**config.mk**
```make
export PLATFORM = sky130hd
export DESIGN_NAME = puf_hash_engine
export DESIGN_NICKNAME = d
export VERILOG_FILES = /design/src/rtl/puf_pkg.sv /design/src/rtl/puf_disp_mux.sv /design/src/rtl/puf_hash_engine.sv
export SDC_FILE = /design/constraint.sdc
export NUM_CORES = 1
export LEC_CHECK = 0
export BUFFER_PORTS_ARGS = -buffer_cell sky130_fd_sc_hd__buf_2
export CAP_MARGIN = 5
export CORE_MARGIN = 2
export CORE_UTILIZATION = 35
export CTS_BUF_LIST = sky130_fd_sc_hd__clkbuf_4
export CTS_CLUSTER_DIAMETER = 40
export DETAILED_ROUTE_END_ITERATION = 6
export HOLD_SLACK_MARGIN = 0.06
export PLACE_DENSITY = 0.64
export SETUP_SLACK_MARGIN = 0.02
export SLEW_MARGIN = 20
export SYNTH_ARGS = -nofsm -noshare
export SYNTH_HDL_FRONTEND = slang
export SYNTH_SLANG_ARGS = --single-unit
export TNS_END_PERCENT = 1
```
**constraint.sdc**
```tcl
create_clock -name clk -period 4.5 [get_ports clk]
set_input_delay 0 -clock clk [delete_from_list [all_inputs] [get_ports clk]]
set_output_delay 0 -clock clk [all_outputs]
set_load 0.03 [all_outputs]
```
**src/rtl/puf_pkg.sv**
```systemverilog
// Shared FSM state encoding and derived-width helpers for the PUF hash engine.
package puf_pkg;

  typedef logic [2:0] state_t;

  localparam state_t ST_IDLE      = 3'd0;
  localparam state_t ST_PUF_REQ   = 3'd1;
  localparam state_t ST_PUF_WAIT  = 3'd2;
  localparam state_t ST_HASH_REQ  = 3'd3;
  localparam state_t ST_HASH_WAIT = 3'd4;
  localparam state_t ST_DONE      = 3'd5;

  function automatic int unsigned hash_in_width(input int unsigned chal_w,
                                                input int unsigned resp_w,
                                                input int unsigned n_chal);
    return chal_w + n_chal * resp_w;
  endfunction

  function automatic int unsigned sel_width(input int unsigned n_slice);
    return $clog2(n_slice + 1);
  endfunction

  function automatic int unsigned idx_width(input int unsigned n_chal);
    return (n_chal > 1) ? $clog2(n_chal) : 1;
  endfunction

  function automatic int unsigned cnt_width(input int unsigned timeout);
    return (timeout > 0) ? $clog2(timeout + 1) : 1;
  endfunction

endpackage

```
**src/rtl/puf_disp_mux.sv**
```systemverilog
// Registered display selector: sel 0 shows {base, response}, 1..N_SLICE show digest slices.
module puf_disp_mux
  import puf_pkg::*;
#(
  parameter int unsigned CHAL_W   = 8,
  parameter int unsigned RESP_W   = 8,
  parameter int unsigned DIGEST_W = 128,
  parameter int unsigned DISP_W   = 16,
  parameter int unsigned SEL_W    = sel_width(DIGEST_W / DISP_W)
) (
  input  logic                clk,
  input  logic                reset,
  input  logic [CHAL_W-1:0]   base,
  input  logic [RESP_W-1:0]   response,
  input  logic [DIGEST_W-1:0] digest,
  input  logic [SEL_W-1:0]    sel,
  output logic [DISP_W-1:0]   disp
);

  localparam int unsigned N_SLICE = DIGEST_W / DISP_W;

  logic [CHAL_W+RESP_W-1:0] raw;
  logic [DISP_W-1:0]        disp_d;

  assign raw = {base, response};

  always_comb begin
    disp_d = '0;
    if (sel == '0) begin
      disp_d = DISP_W'(raw);
    end else begin
      for (int i = 1; i <= N_SLICE; i++) begin
        if (sel == SEL_W'(i)) disp_d = digest[i*DISP_W-1 -: DISP_W];
      end
    end
  end

  always_ff @(posedge clk) begin
    if (reset) disp <= '0;
    else       disp <= disp_d;
  end

endmodule

```
**src/rtl/puf_hash_engine.sv**
```systemverilog
// Challenge/response sequencer: queries an external PUF (single or batch),
// feeds the packed results to a hash core and exposes digest slices for display.
module puf_hash_engine
  import puf_pkg::*;
#(
  parameter int unsigned CHAL_W   = 8,
  parameter int unsigned RESP_W   = 8,
  parameter int unsigned N_CHAL   = 4,
  parameter int unsigned DIGEST_W = 128,
  parameter int unsigned DISP_W   = 16,
  parameter int unsigned TIMEOUT  = 1023,
  localparam int unsigned HASH_IN_W = hash_in_width(CHAL_W, RESP_W, N_CHAL),
  localparam int unsigned N_SLICE   = DIGEST_W / DISP_W,
  localparam int unsigned SEL_W     = sel_width(N_SLICE)
) (
  input  logic                 clk,
  input  logic                 reset,
  input  logic [CHAL_W-1:0]    challenge,
  input  logic                 start,
  input  logic                 mode,
  input  logic [SEL_W-1:0]     sel,
  output logic [CHAL_W-1:0]    puf_challenge,
  output logic                 puf_en,
  input  logic [RESP_W-1:0]    puf_response,
  input  logic                 puf_valid,
  output logic [HASH_IN_W-1:0] hash_data,
  output logic                 hash_start,
  input  logic                 hash_ready,
  input  logic [DIGEST_W-1:0]  hash_digest,
  output logic [RESP_W-1:0]    response,
  output logic [DISP_W-1:0]    disp,
  output logic                 busy,
  output logic                 valid,
  output logic                 err
);

  localparam int unsigned IDX_W = idx_width(N_CHAL);
  localparam int unsigned CNT_W = cnt_width(TIMEOUT);

  state_t                         state_q, state_d;
  logic [CHAL_W-1:0]              base_q, base_d;
  logic                           mode_q, mode_d;
  logic [IDX_W-1:0]               idx_q, idx_d;
  logic [CNT_W-1:0]               cnt_q, cnt_d;
  logic                           pend_q, pend_d;
  logic [CHAL_W-1:0]              chal_prev_q;
  logic [N_CHAL-1:0][RESP_W-1:0]  slots_q, slots_d;
  logic [DIGEST_W-1:0]            digest_q, digest_d;
  logic [CHAL_W-1:0]              puf_challenge_d;
  logic                           puf_en_d, hash_start_d;
  logic [HASH_IN_W-1:0]           hash_data_d, hash_pack;
  logic [RESP_W-1:0]              response_d;
  logic                           busy_d, valid_d, err_d;
  logic                           chal_chg, idle_like, timed_out;

  assign chal_chg  = (challenge != chal_prev_q);
  assign idle_like = (state_q == ST_IDLE) || (state_q == ST_DONE);
  assign timed_out = (cnt_q == CNT_W'(TIMEOUT));

  // Hash input as it will look once the response arriving this cycle is stored.
  always_comb begin
    hash_pack = '0;
    hash_pack[HASH_IN_W-1 -: CHAL_W] = base_q;
    if (mode_q) begin
      for (int i = 0; i < N_CHAL; i++) begin
        hash_pack[HASH_IN_W-CHAL_W-1-i*RESP_W -: RESP_W] =
          (IDX_W'(i) == idx_q) ? puf_response : slots_q[i];
      end
    end else begin
      hash_pack[HASH_IN_W-CHAL_W-1 -: RESP_W] = puf_response;
    end
  end

  always_comb begin
    state_d         = state_q;
    base_d          = base_q;
    mode_d          = mode_q;
    idx_d           = idx_q;
    cnt_d           = cnt_q;
    pend_d          = pend_q;
    slots_d         = slots_q;
    digest_d        = digest_q;
    puf_challenge_d = puf_challenge;
    puf_en_d        = 1'b0;
    hash_start_d    = 1'b0;
    hash_data_d     = hash_data;
    response_d      = response;
    valid_d         = valid;
    err_d           = err;

    case (state_q)
      ST_PUF_REQ: begin
        state_d = ST_PUF_WAIT;
        cnt_d   = '0;
      end
      ST_PUF_WAIT: begin
        if (puf_valid) begin
          slots_d[idx_q] = puf_response;
          response_d     = puf_response;
          if (mode_q && (idx_q < IDX_W'(N_CHAL - 1))) begin
            idx_d           = idx_q + 1'b1;
            puf_challenge_d = base_q + CHAL_W'(idx_q + 1'b1);
            puf_en_d        = 1'b1;
            state_d         = ST_PUF_REQ;
          end else begin
            hash_data_d  = hash_pack;
            hash_start_d = 1'b1;
            state_d      = ST_HASH_REQ;
          end
        end else if (timed_out) begin
          err_d   = 1'b1;
          valid_d = 1'b0;
          state_d = ST_DONE;
        end else begin
          cnt_d = cnt_q + 1'b1;
        end
      end
      ST_HASH_REQ: begin
        state_d = ST_HASH_WAIT;
        cnt_d   = '0;
      end
      ST_HASH_WAIT: begin
        if (hash_ready) begin
          digest_d = hash_digest;
          valid_d  = 1'b1;
          state_d  = ST_DONE;
        end else if (timed_out) begin
          err_d   = 1'b1;
          valid_d = 1'b0;
          state_d = ST_DONE;
        end else begin
          cnt_d = cnt_q + 1'b1;
        end
      end
      default: ;
    endcase

    // Challenge edits during a run are remembered and replayed once DONE is reached.
    if (!idle_like && chal_chg) pend_d = 1'b1;

    if (idle_like && (start || chal_chg || pend_q)) begin
      base_d          = challenge;
      mode_d          = mode;
      idx_d           = '0;
      pend_d          = 1'b0;
      valid_d         = 1'b0;
      err_d           = 1'b0;
      puf_challenge_d = challenge;
      puf_en_d        = 1'b1;
      state_d         = ST_PUF_REQ;
    end

    busy_d = !((state_d == ST_IDLE) || (state_d == ST_DONE));
  end

  always_ff @(posedge clk) begin
    chal_prev_q <= challenge;
    if (reset) begin
      state_q       <= ST_IDLE;
      base_q        <= '0;
      mode_q        <= 1'b0;
      idx_q         <= '0;
      cnt_q         <= '0;
      pend_q        <= 1'b0;
      slots_q       <= '0;
      digest_q      <= '0;
      puf_challenge <= '0;
      puf_en        <= 1'b0;
      hash_data     <= '0;
      hash_start    <= 1'b0;
      response      <= '0;
      busy          <= 1'b0;
      valid         <= 1'b0;
      err           <= 1'b0;
    end else begin
      state_q       <= state_d;
      base_q        <= base_d;
      mode_q        <= mode_d;
      idx_q         <= idx_d;
      cnt_q         <= cnt_d;
      pend_q        <= pend_d;
      slots_q       <= slots_d;
      digest_q      <= digest_d;
      puf_challenge <= puf_challenge_d;
      puf_en        <= puf_en_d;
      hash_data     <= hash_data_d;
      hash_start    <= hash_start_d;
      response      <= response_d;
      busy          <= busy_d;
      valid         <= valid_d;
      err           <= err_d;
    end
  end

  puf_disp_mux #(
    .CHAL_W  (CHAL_W),
    .RESP_W  (RESP_W),
    .DIGEST_W(DIGEST_W),
    .DISP_W  (DISP_W),
    .SEL_W   (SEL_W)
  ) u_disp_mux (
    .clk     (clk),
    .reset   (reset),
    .base    (base_q),
    .response(response),
    .digest  (digest_q),
    .sel     (sel),
    .disp    (disp)
  );

endmodule

```
==> flow_summary.json <==
{
  "outcome": "completed",
  "nets": 2002,
  "use_met3": 0.0564,
  "crit_chain": "nand2b_1, nand3b_1, a41oi_2, nand2_1, dlygate4sd3_1, a21oi_1, dlygate4sd3_1",
  "synth_top_area_share": 0.478,
  "grt_pass1_wl_mm": 62.1,
  "netlist_instances": 1365,
  "pin_count": 231,
  "cp_data_required_time_ns": 5.12,
  "numCtsBuffers": 73,
  "drv_cap": 0,
  "start_util": 0.357,
  "grt_start_max_net_pins": 136,
  "worstHoldPathType": "in2reg",
  "antenna_found_initial": 1,
  "path_depth": 7,
  "path_clk_slew_ns": 0.07,
  "ys_seq_elements": 262,
  "cp_max_fo": 13,
  "hold_viol": 0,
  "ir_drop_uv": 140,
  "setup_viol_count_final": 0,
  "drc": 0,
  "slew_viol_final": 0,
  "syn2layout_area_growth_pct": 44.7,
  "num_vias": 11800,
  "cts_root_buf": "clkbuf_4",
  "die_x_um": 181,
  "cts_tree": "yes",
  "cp-start-kind": "flop",
  "die_height_um": 181,
  "coreArea_mm2": 0.0307,
  "relSlewSlack": 0.271,
  "met2_usage": 0.391,
  "insertion_delay_ns": 0.71,
  "ff2ff_path_depth": 7,
  "async_flop_share": 0,
  "avgSynthCellArea_um2": 8.04,
  "critPathBufInv": 2,
  "num_rows": 64,
  "grt.overflow.total": 0,
  "netlist_area_mm2": 0.0110,
  "cp_slowest_stage_delay_ns": 0.62,
  "cts_sinks": 262,
  "cpLargestDelayFamily": "buffers and inverters",
  "leakagePower_nw": 6.36,
  "post-route-util": 0.516,
  "top_usage_layer": "met2",
  "max_freq_ghz": 0.317,
  "cts_max_path_buffers": 3,
  "ant_nets": 0,
  "drtIter0Drc": 804,
  "dieArea_mm2": 0.0328,
  "dr.pass1.iters": 6,
  "dp_hpwl_mm": 23.6,
  "path_common_cell": "dlygate4sd3_1",
  "hold_ws_ns": 0.0964,
  "ys_warn_count": 0,
  "synth_top_area_cell": "dfxtp_1",
  "timing.final.crit_share": 0.700,
  "h-tree-depth": 3,
  "clock_skew_ns": 0.0839,
  "grt_pass1_vias": 12100,
  "crit_type": "reg2reg",
  "worst_slew_pin_slew_ns": 1.09,
  "synth.area.top_cells": "dfxtp_1 48%, nand2_1 14%, a21oi_1 9.5%",
  "grt_usage": 0.238,
  "min_delay_path_depth": 4,
  "crit_arrival_ns": 3.78,
  "ys_types": 57,
  "synth_edf_count": 0,
  "crit_slowest_cell": "a41oi_2",
  "routed_via_density": 5.15,
  "finalCriticalPeriod_ns": 3.15,
  "drive_gt1_frac": 0.208,
  "wire_per_inst_um": 17.3,
  "yosysSeqAreaShare": 0.478,
  "port_buffers": 230,
  "rsz0062_at_grt": "false",
  "synth_nets": 1527,
  "synth_ff_type": "dfxtp_1",
  "end_kind": "flop",
  "gp_congestion": 0.827,
  "setup_tns_ns": 0,
  "use_met1": 0.285,
  "wirelength_mm": 39.7,
  "p_per_area_mw_per_mm2": 348
}
[area by class of cell]
type	instances	area [um2]
repair buffers	507	3920
clock inverters	20	136
diodes	2	5.00
clock buffers	108	811
well taps	396	495
multi-input cells	983	5220
inverters	13	48.8
fillers	2848	14900
flip-flops and latches	262	5250
[state kept, by name (all words and copies together), names as in the netlist]
| name | count |
|---|---|
| base_q | 8 |
| busy | 1 |
| chal_prev_q | 8 |
| cnt_q | 10 |
| digest_q | 128 |
| err | 1 |
| hash_data | 40 |
| hash_start | 1 |
| idx_q | 2 |
| mode_q | 1 |
| pend_q | 1 |
| puf_challenge | 8 |
| puf_en | 1 |
| response | 8 |
| slots_q | 24 |
| state_q | 3 |
| u_disp_mux.disp | 16 |
| valid | 1 |
[synthesized netlist by cell type, types with 17 or more instances]
cell type,instances
nand2_1,402
dfxtp_1,262
a21oi_1,209
clkbuf_1,57
nand3_1,49
nor2_1,47
mux2i_1,41
o21ai_0,39
buf_2,38
nor3_1,20
a221oi_1,17
[path summary, 6_finish.rpt]
path	start	end	slack [ns]
max reg2reg	state_q[2]	mode_q	1.35
min	hash_digest[99]	digest_q[99]	0.1
min reg2reg	hash_data[13]	hash_data[13]	0.45
max	state_q[2]	mode_q	1.35
[cells by family after synthesis]
group,Yosys count,share of synthesized area
flops,262,0.478
compound gates,338,0.180
xor+xnor,23,0.0184
mux,57,0.0538
buf+inv,120,0.0475
fa+ha+maj,8,0.00981
simple gates,557,0.212
[through the flow]
step           std cells  worst slack, ns  total power [mW]  area [um2]
2_1_floorplan       1365             2.75              2.93       11000
3_3_place_gp        1894             1.83              3.15       12200
3_5_place_dp        1894             1.95              3.16       12300
4_1_cts             2288             1.42              5.54       15900
5_1_grt             2290             1.13              5.78       15900
6_report            2291             1.35              5.52       15900
[cell usage in the layout (no fill, tap or decap), drive strengths merged, types with 16 or more instances in the layout]
cell	count
a221oi	17
clkbuf	108
dfxtp	262
a21oi	210
buf	240
nor3	21
a21boi	16
mux2	16
nand2	402
clkinv	17
dlygate4sd3	267
nand3	50
o21ai	40
mux2i	41
o22ai	17
nor2	49
[worst min-delay path: cells and delay by family]
family                 cells  cell delay (ns)
AOI/OAI and AO/OA          1             0.05
and+or+nand+nor            1             0.05
buffers and inverters      2             0.64
[power by group]
group	switching, mW	total [mW]	internal [mW]
clock network	1.04	2.25	1.21
logic	0.463	0.786	0.323
registers	0.0776	2.48	2.40
total	1.58	5.52	3.94
[metal layers]
| layer | vias up | routed length [um] |
|---|---|---|
| met1 | 5525 | 16500 |
| met5 | - | 0 |
| li1 | 5606 | - |
| met3 | 161 | 2690 |
| met4 | 0 | 1930 |
| met2 | 496 | 18600 |
[repair_timing]
item,CTS,global route
endpoints found under the hold margin,241,1
resized for setup,0,0
hold buffers,266,1
setup buffers,0,0
(Power assumes the default switching activity.)
